<file path="config.mk">
export PLATFORM = sky130hd
export DESIGN_NAME = fifo_wptr_full
export DESIGN_NICKNAME = d
export VERILOG_FILES = /design/src/rtl/fifo_wptr_full.sv
export SDC_FILE = /design/constraint.sdc
export NUM_CORES = 1
export LEC_CHECK = 0
export CAP_MARGIN = 40
export CORE_MARGIN = 3
export CORE_UTILIZATION = 49
export CTS_CLUSTER_SIZE = 14
export DETAILED_ROUTE_END_ITERATION = 10
export PLACE_DENSITY = 0.74
export SLEW_MARGIN = 0
export SYNTH_ARGS = -nofsm -noshare
export SYNTH_HDL_FRONTEND = slang
export SYNTH_SLANG_ARGS = --single-unit
</file>
<file path="constraint.sdc">
create_clock -name wclk -period 3.2 [get_ports wclk]
set_input_delay 0.96 -clock wclk [delete_from_list [all_inputs] [get_ports wclk]]
set_output_delay 0.96 -clock wclk [all_outputs]
set_load 0.02 [all_outputs]
</file>
<file path="src/rtl/fifo_wptr_full.sv">
// Write-side control of the async FIFO: binary/Gray write pointer, read-pointer
// synchroniser, and the full / almost-full / fill-level / sticky-overflow flags.
module fifo_wptr_full #(
    parameter int ADDRSIZE     = 4,
    parameter int AFULL_THRESH = 12
) (
    input  logic                wclk,
    input  logic                wrst,
    input  logic                winc,
    input  logic [ADDRSIZE:0]   rptr,
    output logic [ADDRSIZE-1:0] waddr,
    output logic [ADDRSIZE:0]   wptr,
    output logic                wfull,
    output logic                wafull,
    output logic [ADDRSIZE:0]   wlevel,
    output logic                woverflow
);
    localparam int A = ADDRSIZE;

    logic [A:0] wbin_q, wbin_d;
    logic [A:0] wptr_q, wptr_d;
    logic [A:0] wq1_rptr_q, wq1_rptr_d;
    logic [A:0] wq2_rptr_q, wq2_rptr_d;
    logic       wfull_q, wfull_d;
    logic       wafull_q, wafull_d;
    logic [A:0] wlevel_q, wlevel_d;
    logic       woverflow_q, woverflow_d;

    logic       wr_ok;
    logic [A:0] wbinnext, wgraynext, rbin_s;

    always_comb begin
        wr_ok     = winc & ~wfull_q;
        wbinnext  = wbin_q + {{A{1'b0}}, wr_ok};
        wgraynext = (wbinnext >> 1) ^ wbinnext;

        // Gray-to-binary of the synchronised read pointer, MSB down
        rbin_s    = '0;
        rbin_s[A] = wq2_rptr_q[A];
        for (int i = A - 1; i >= 0; i--)
            rbin_s[i] = rbin_s[i+1] ^ wq2_rptr_q[i];

        wbin_d      = wbinnext;
        wptr_d      = wgraynext;
        wq1_rptr_d  = rptr;
        wq2_rptr_d  = wq1_rptr_q;
        wfull_d     = (wgraynext == {~wq2_rptr_q[A:A-1], wq2_rptr_q[A-2:0]});
        wlevel_d    = wbinnext - rbin_s;
        wafull_d    = (wlevel_d >= (A+1)'(AFULL_THRESH));
        woverflow_d = woverflow_q | (winc & wfull_q);
    end

    always_ff @(posedge wclk or posedge wrst) begin
        if (wrst) begin
            wbin_q      <= '0;
            wptr_q      <= '0;
            wq1_rptr_q  <= '0;
            wq2_rptr_q  <= '0;
            wfull_q     <= 1'b0;
            wafull_q    <= 1'b0;
            wlevel_q    <= '0;
            woverflow_q <= 1'b0;
        end else begin
            wbin_q      <= wbin_d;
            wptr_q      <= wptr_d;
            wq1_rptr_q  <= wq1_rptr_d;
            wq2_rptr_q  <= wq2_rptr_d;
            wfull_q     <= wfull_d;
            wafull_q    <= wafull_d;
            wlevel_q    <= wlevel_d;
            woverflow_q <= woverflow_d;
        end
    end

    assign waddr     = wbin_q[A-1:0];
    assign wptr      = wptr_q;
    assign wfull     = wfull_q;
    assign wafull    = wafull_q;
    assign wlevel    = wlevel_q;
    assign woverflow = woverflow_q;
endmodule
</file>
Yosys cells after proc, flatten, opt, wreduce, memory -nomap -nowiden:

Index checks and enable logic that the tools add are counted.

* word-level logic and storage cells: 22
* output and inout port bits: 17
* flip-flop bits (word level): 28
* bits of input ports: 8

* bitwise operators: 10
* $add $sub $neg: 2
* magnitude comparators: 1
* equality and inequality tests: 1

Operators by type and width (count)
* adder 5 x 1 -> 5 bit: 1
* equality test 5 bit: 1
* >= comparator 5 x 4 -> 1 bit, second input constant: 1
* subtractor 5 bit: 1
* bitwise XOR 4 x 5 -> 5 bit: 1
* bitwise XOR 1 bit: 4
* bitwise AND 1 bit: 2
* NOT 2 bit: 1
* NOT 1 bit: 1
* bitwise OR 1 bit: 1

Depth between registers and ports, before layout:

* word-level depth: 6
* depth in mapped cells: 10
* gate-level depth less buffers: 10

Least setup slack after synthesis:

OpenSTA, ideal clock, no wires.

* path type: input to register
* start point: input winc
* end point: register wafull_q, in the netlist wafull
* stages on the path: 9
* slack: -0.029 ns
* path buffers: 0
* arrival time: 3.091 ns
* setup time: 0.138 ns
* required time: 3.062 ns
* cell sequence: nor2b_1 -> ha_1 -> ha_1 -> inv_1 -> fa_1 -> nor2b_1 -> o21ai_1 -> and3_1 -> or4b_1

* cells in the longest elaborated chain, start to end: 4

RTL lines
* start: declaration: line 9 `input logic winc,`
* bitwise AND 1 bit: line 33 `wr_ok = winc & ~wfull_q;`
* adder 5 x 1 -> 5 bit: line 34 `wbinnext = wbin_q + {{A{1'b0}}, wr_ok};`
* net wbin_d[1]: line 20 `logic [A:0] wbin_q, wbin_d;`
* subtractor 5 bit: line 48 `wlevel_d = wbinnext - rbin_s;`
* >= comparator 5 x 4 -> 1 bit: line 49 `wafull_d = (wlevel_d >= (A+1)'(AFULL_THRESH));`
* net wafull_d: line 25 `logic wafull_q, wafull_d;`
* end signal: assignment: line 69 `wafull_q <= wafull_d;`
* end: declaration: line 25

The timed path passes the listed nets, and every way through them passes these cells.

Worst setup path after layout:

Same ends and word-level chain as after synthesis.

==> key figures <==
Clocking
  – CTS tree: built
  – Maximum buffer depth of the clock tree: 2
  – H-tree depth: 1
  – Clock Latency Late Sink: about 320 ps
  – Worst-path clk slew: 140 ps
  – CTS buffer count: 3
  – Postcts setup bufs: 0
  – Root Buffer: clkbuf_4
  – CTS Hold Bufs: 0
  – Clock Sinks: 27

Floorplan
  – Die area: between 0.003 and 0.004 mm²
  – Die Height: 55.5 µm
  – Io pins: 25
  – Rows: 17
  – Initial Util: a little over half
  – Total core area: around 0.0023 mm²
  – Die Width: 55.5 µm

Synth
  – Mux cell area share after synthesis: less than 1%
  – Synthesized net count: 106
  – Synth Area in Adders: roughly 7.9%
  – Netlist cell types: 27
  – Post-synthesis compound-gate area fraction: 5.83%
  – Most common flop cell mapped by yosys: dfrtp_1
  – Top cell type by total area after synthesis: dfrtp_1
  – XOR/XNOR share of the synthesized area: 18.5%
  – Syn_area_per_cell: 13.2 µm²
  – Number of flops mapped to enable cells by yosys: 0
  – Area contributors post-synth: dfrtp_1 56%, xnor2_1 8.7%, ha_1 6.2%
  – Main combinational cell family by area after synthesis: XOR/XNOR gates
  – Post-synthesis sequential area ratio: 56.2%
  – Area share of the largest cell type after synthesis: around 56%
  – Most frequent cell after synthesis: dfrtp_1
  – Netlist Area Pre-Place: 0.00120 mm²
  – #FFs+latches synth: 27
  – YS warnings: 0
  – Top post-synthesis cells by count: 27 x dfrtp_1, 12 x xnor2_1, 9 x inv_1, 6 x ha_1, 6 x xor2_1
  – Synth Area in Simple Gates: 7.49%
  – Post-Syn Instances: 91
  – Synth async-reset ratio: 100%

GRT
  – Largest net degree at the start of global routing: 28
  – Initial antenna violation count: 0
  – First-pass GRT wire length: 3480 µm
  – Aggregate global routing overflow: 0
  – Number of global-route vias before repair: 824
  – GR Util All Layers: around 15%

Timing
  – Final min period: 3130 ps
  – Skew final: 4.48 ps
  – Setup violators final: 0
  – Fmax: 319 MHz
  – Fin Setup TNS: 0 ps
  – Slew margin rel.: 78.1%
  – Final hold violations: 0
  – Slew at the pin closest to its max-slew limit: 329 ps
  – RSZ-0062 raised after global routing: false
  – Slew Viols, Final: 0
  – Fin crit share: 97.9%

Route
  – Total wire length: about 2100 µm
  – Vias/cell: approximately 4.9
  – Drt drc: 0
  – Vias after detailed routing: 791
  – Drt pass-1 iters: 4
  – Routed len/inst: 12.7 µm
  – DRT iter0 DRCs: 7
  – Post-route ant nets: 0

Job
  – Max Cap Violations: 0

Critical path
  – CP max FO: 2
  – Arrival time worst endpoint: approximately 3300 ps
  – CP Launch Type: input pin
  – Critical path data required time: 3410 ps
  – Setup crit end kind: flip-flop
  – R2r setup slk: 290 ps
  – Crit Path Class: input pin to flip-flop

Placed design
  – GPL Wtd Cong: approximately 0.80
  – Port-buffer cells: 24
  – DP HPWL: 1660 µm

Power
  – P per Cell Area: 1180 mW/mm²
  – Worst ir drop on vdd: 811 µV
  – Static Leak: 0.748 nW

Finish
  – Post-layout util: 72.5%
  – Final-layout fill cell count: 165
  – Fin nets: 150
  – Ant diodes: 0
  – Area Growth Syn to Fin: 37.1%
  – Layout cells sized above 1: 23.1%

Run status
  – Status: finished, final reports clean

Min path
  – HP Class: flip-flop to flip-flop
[final timing paths]
| path | from | endpoint | cells past startpoint |
|---|---|---|---|
| max | winc | wafull | 10 |
| min | wq1_rptr_q[1] | wq2_rptr_q[1] | 0 |
| max reg2reg | wq2_rptr_q[4] | wafull | 10 |
| min reg2reg | wq1_rptr_q[1] | wq2_rptr_q[1] | 0 |
| max in group asynchronous | wrst | wbin_q[4] | 3 |
| min in group asynchronous | wrst | wq2_rptr_q[1] | 3 |
[cell usage in the layout, fill, tap and decap left out, types with 2 or more instances in the layout]
| cell type | count |
|---|---|
| a21oi_1 | 2 |
| nor2b_1 | 2 |
| clkbuf_4 | 3 |
| xor2_2 | 2 |
| xnor2_2 | 3 |
| ha_1 | 4 |
| clkdlybuf4s50_1 | 24 |
| xnor2_1 | 11 |
| a21o_1 | 2 |
| xor2_1 | 6 |
| inv_1 | 9 |
| buf_4 | 16 |
| dfrtp_1 | 27 |
| nand2_1 | 2 |
| nand3_1 | 3 |
[state kept, by name, summed over array words and instances, names as in the netlist]
signal	cells
woverflow	1
wptr	4
wlevel	5
wbin_q	5
wafull	1
wfull	1
wq1_rptr_q	5
wq2_rptr_q	5
[through the flow]
step | power, W | hold slack [ps] | cells | setup WS [ps] | instance area (µm²)
finish | 0.00195 | 366 | 162 | 67.8 | 1650
global route | 0.00209 | 375 | 162 | 19.3 | 1650
CTS | 0.00196 | 369 | 162 | 26.9 | 1640
detailed placement | 0.00181 | 337 | 158 | -358 | 1610
global placement | 0.00176 | 332 | 158 | -309 | 1610
floorplan | 0.00130 | 331 | 91 | 38.2 | 1210
[per-layer routing]
| layer | track usage [%] | part of all wire (%) | vias up | wire length [µm] |
|---|---|---|---|---|
| met3 | 2.34 | 4.2 | 4 | 87 |
| met1 | 16.6 | 43 | 381 | 886 |
| met5 | 0 | 0 | - | 0 |
| li1 | - | - | 386 | - |
| met4 | 6.25 | 1.5 | 0 | 30 |
| met2 | 26.5 | 51 | 20 | 1060 |
[cell families (layout without fill, tap and decap cells)]
kind of cell / Yosys count / after routing
AOI/OAI and AO/OA: 9 / 9
DFF: 27 / 27
muxes: 1 / 1
buffers and inverters: 10 / 53
adders and majority gates: 7 / 7
xor gates and xnor gates: 22 / 22
and+or+nand+nor: 15 / 15
[timing repair]
action / 4_1_cts / 5_1_grt
pin swaps: 0 / 3
resized for setup: 2 / 2
endpoints found under the setup margin: 1 / 1
[worst max-delay path: stages]
cell and delay, ps:
clkdlybuf4s50_1 430, nor2b_1 150, ha_2 330, inv_1 40, ha_1 210, fa_2 340, nor2b_1 110, o21ai_1 70
and3_1 200, or4b_1 490
[report_power, final]
part | switching [W] | internal (W)
combinational | 0.000584 | 0.000663
sequential | 0.0000911 | 0.000467
clock | 0.0000948 | 0.0000488
[cell type report]
type / instances / area [µm²] / share of cell area [%]
Clock buffer: 4 / 26.3 / 1.59
Sequential cell: 27 / 676 / 41.0
Tap cell: 28 / 35.0 / 2.12
Multi-Input combinational cell: 54 / 518 / 31.4
Inverter: 9 / 33.8 / 2.05
Timing Repair Buffer: 40 / 360 / 21.9
Power figures use the tool's default switching activity.
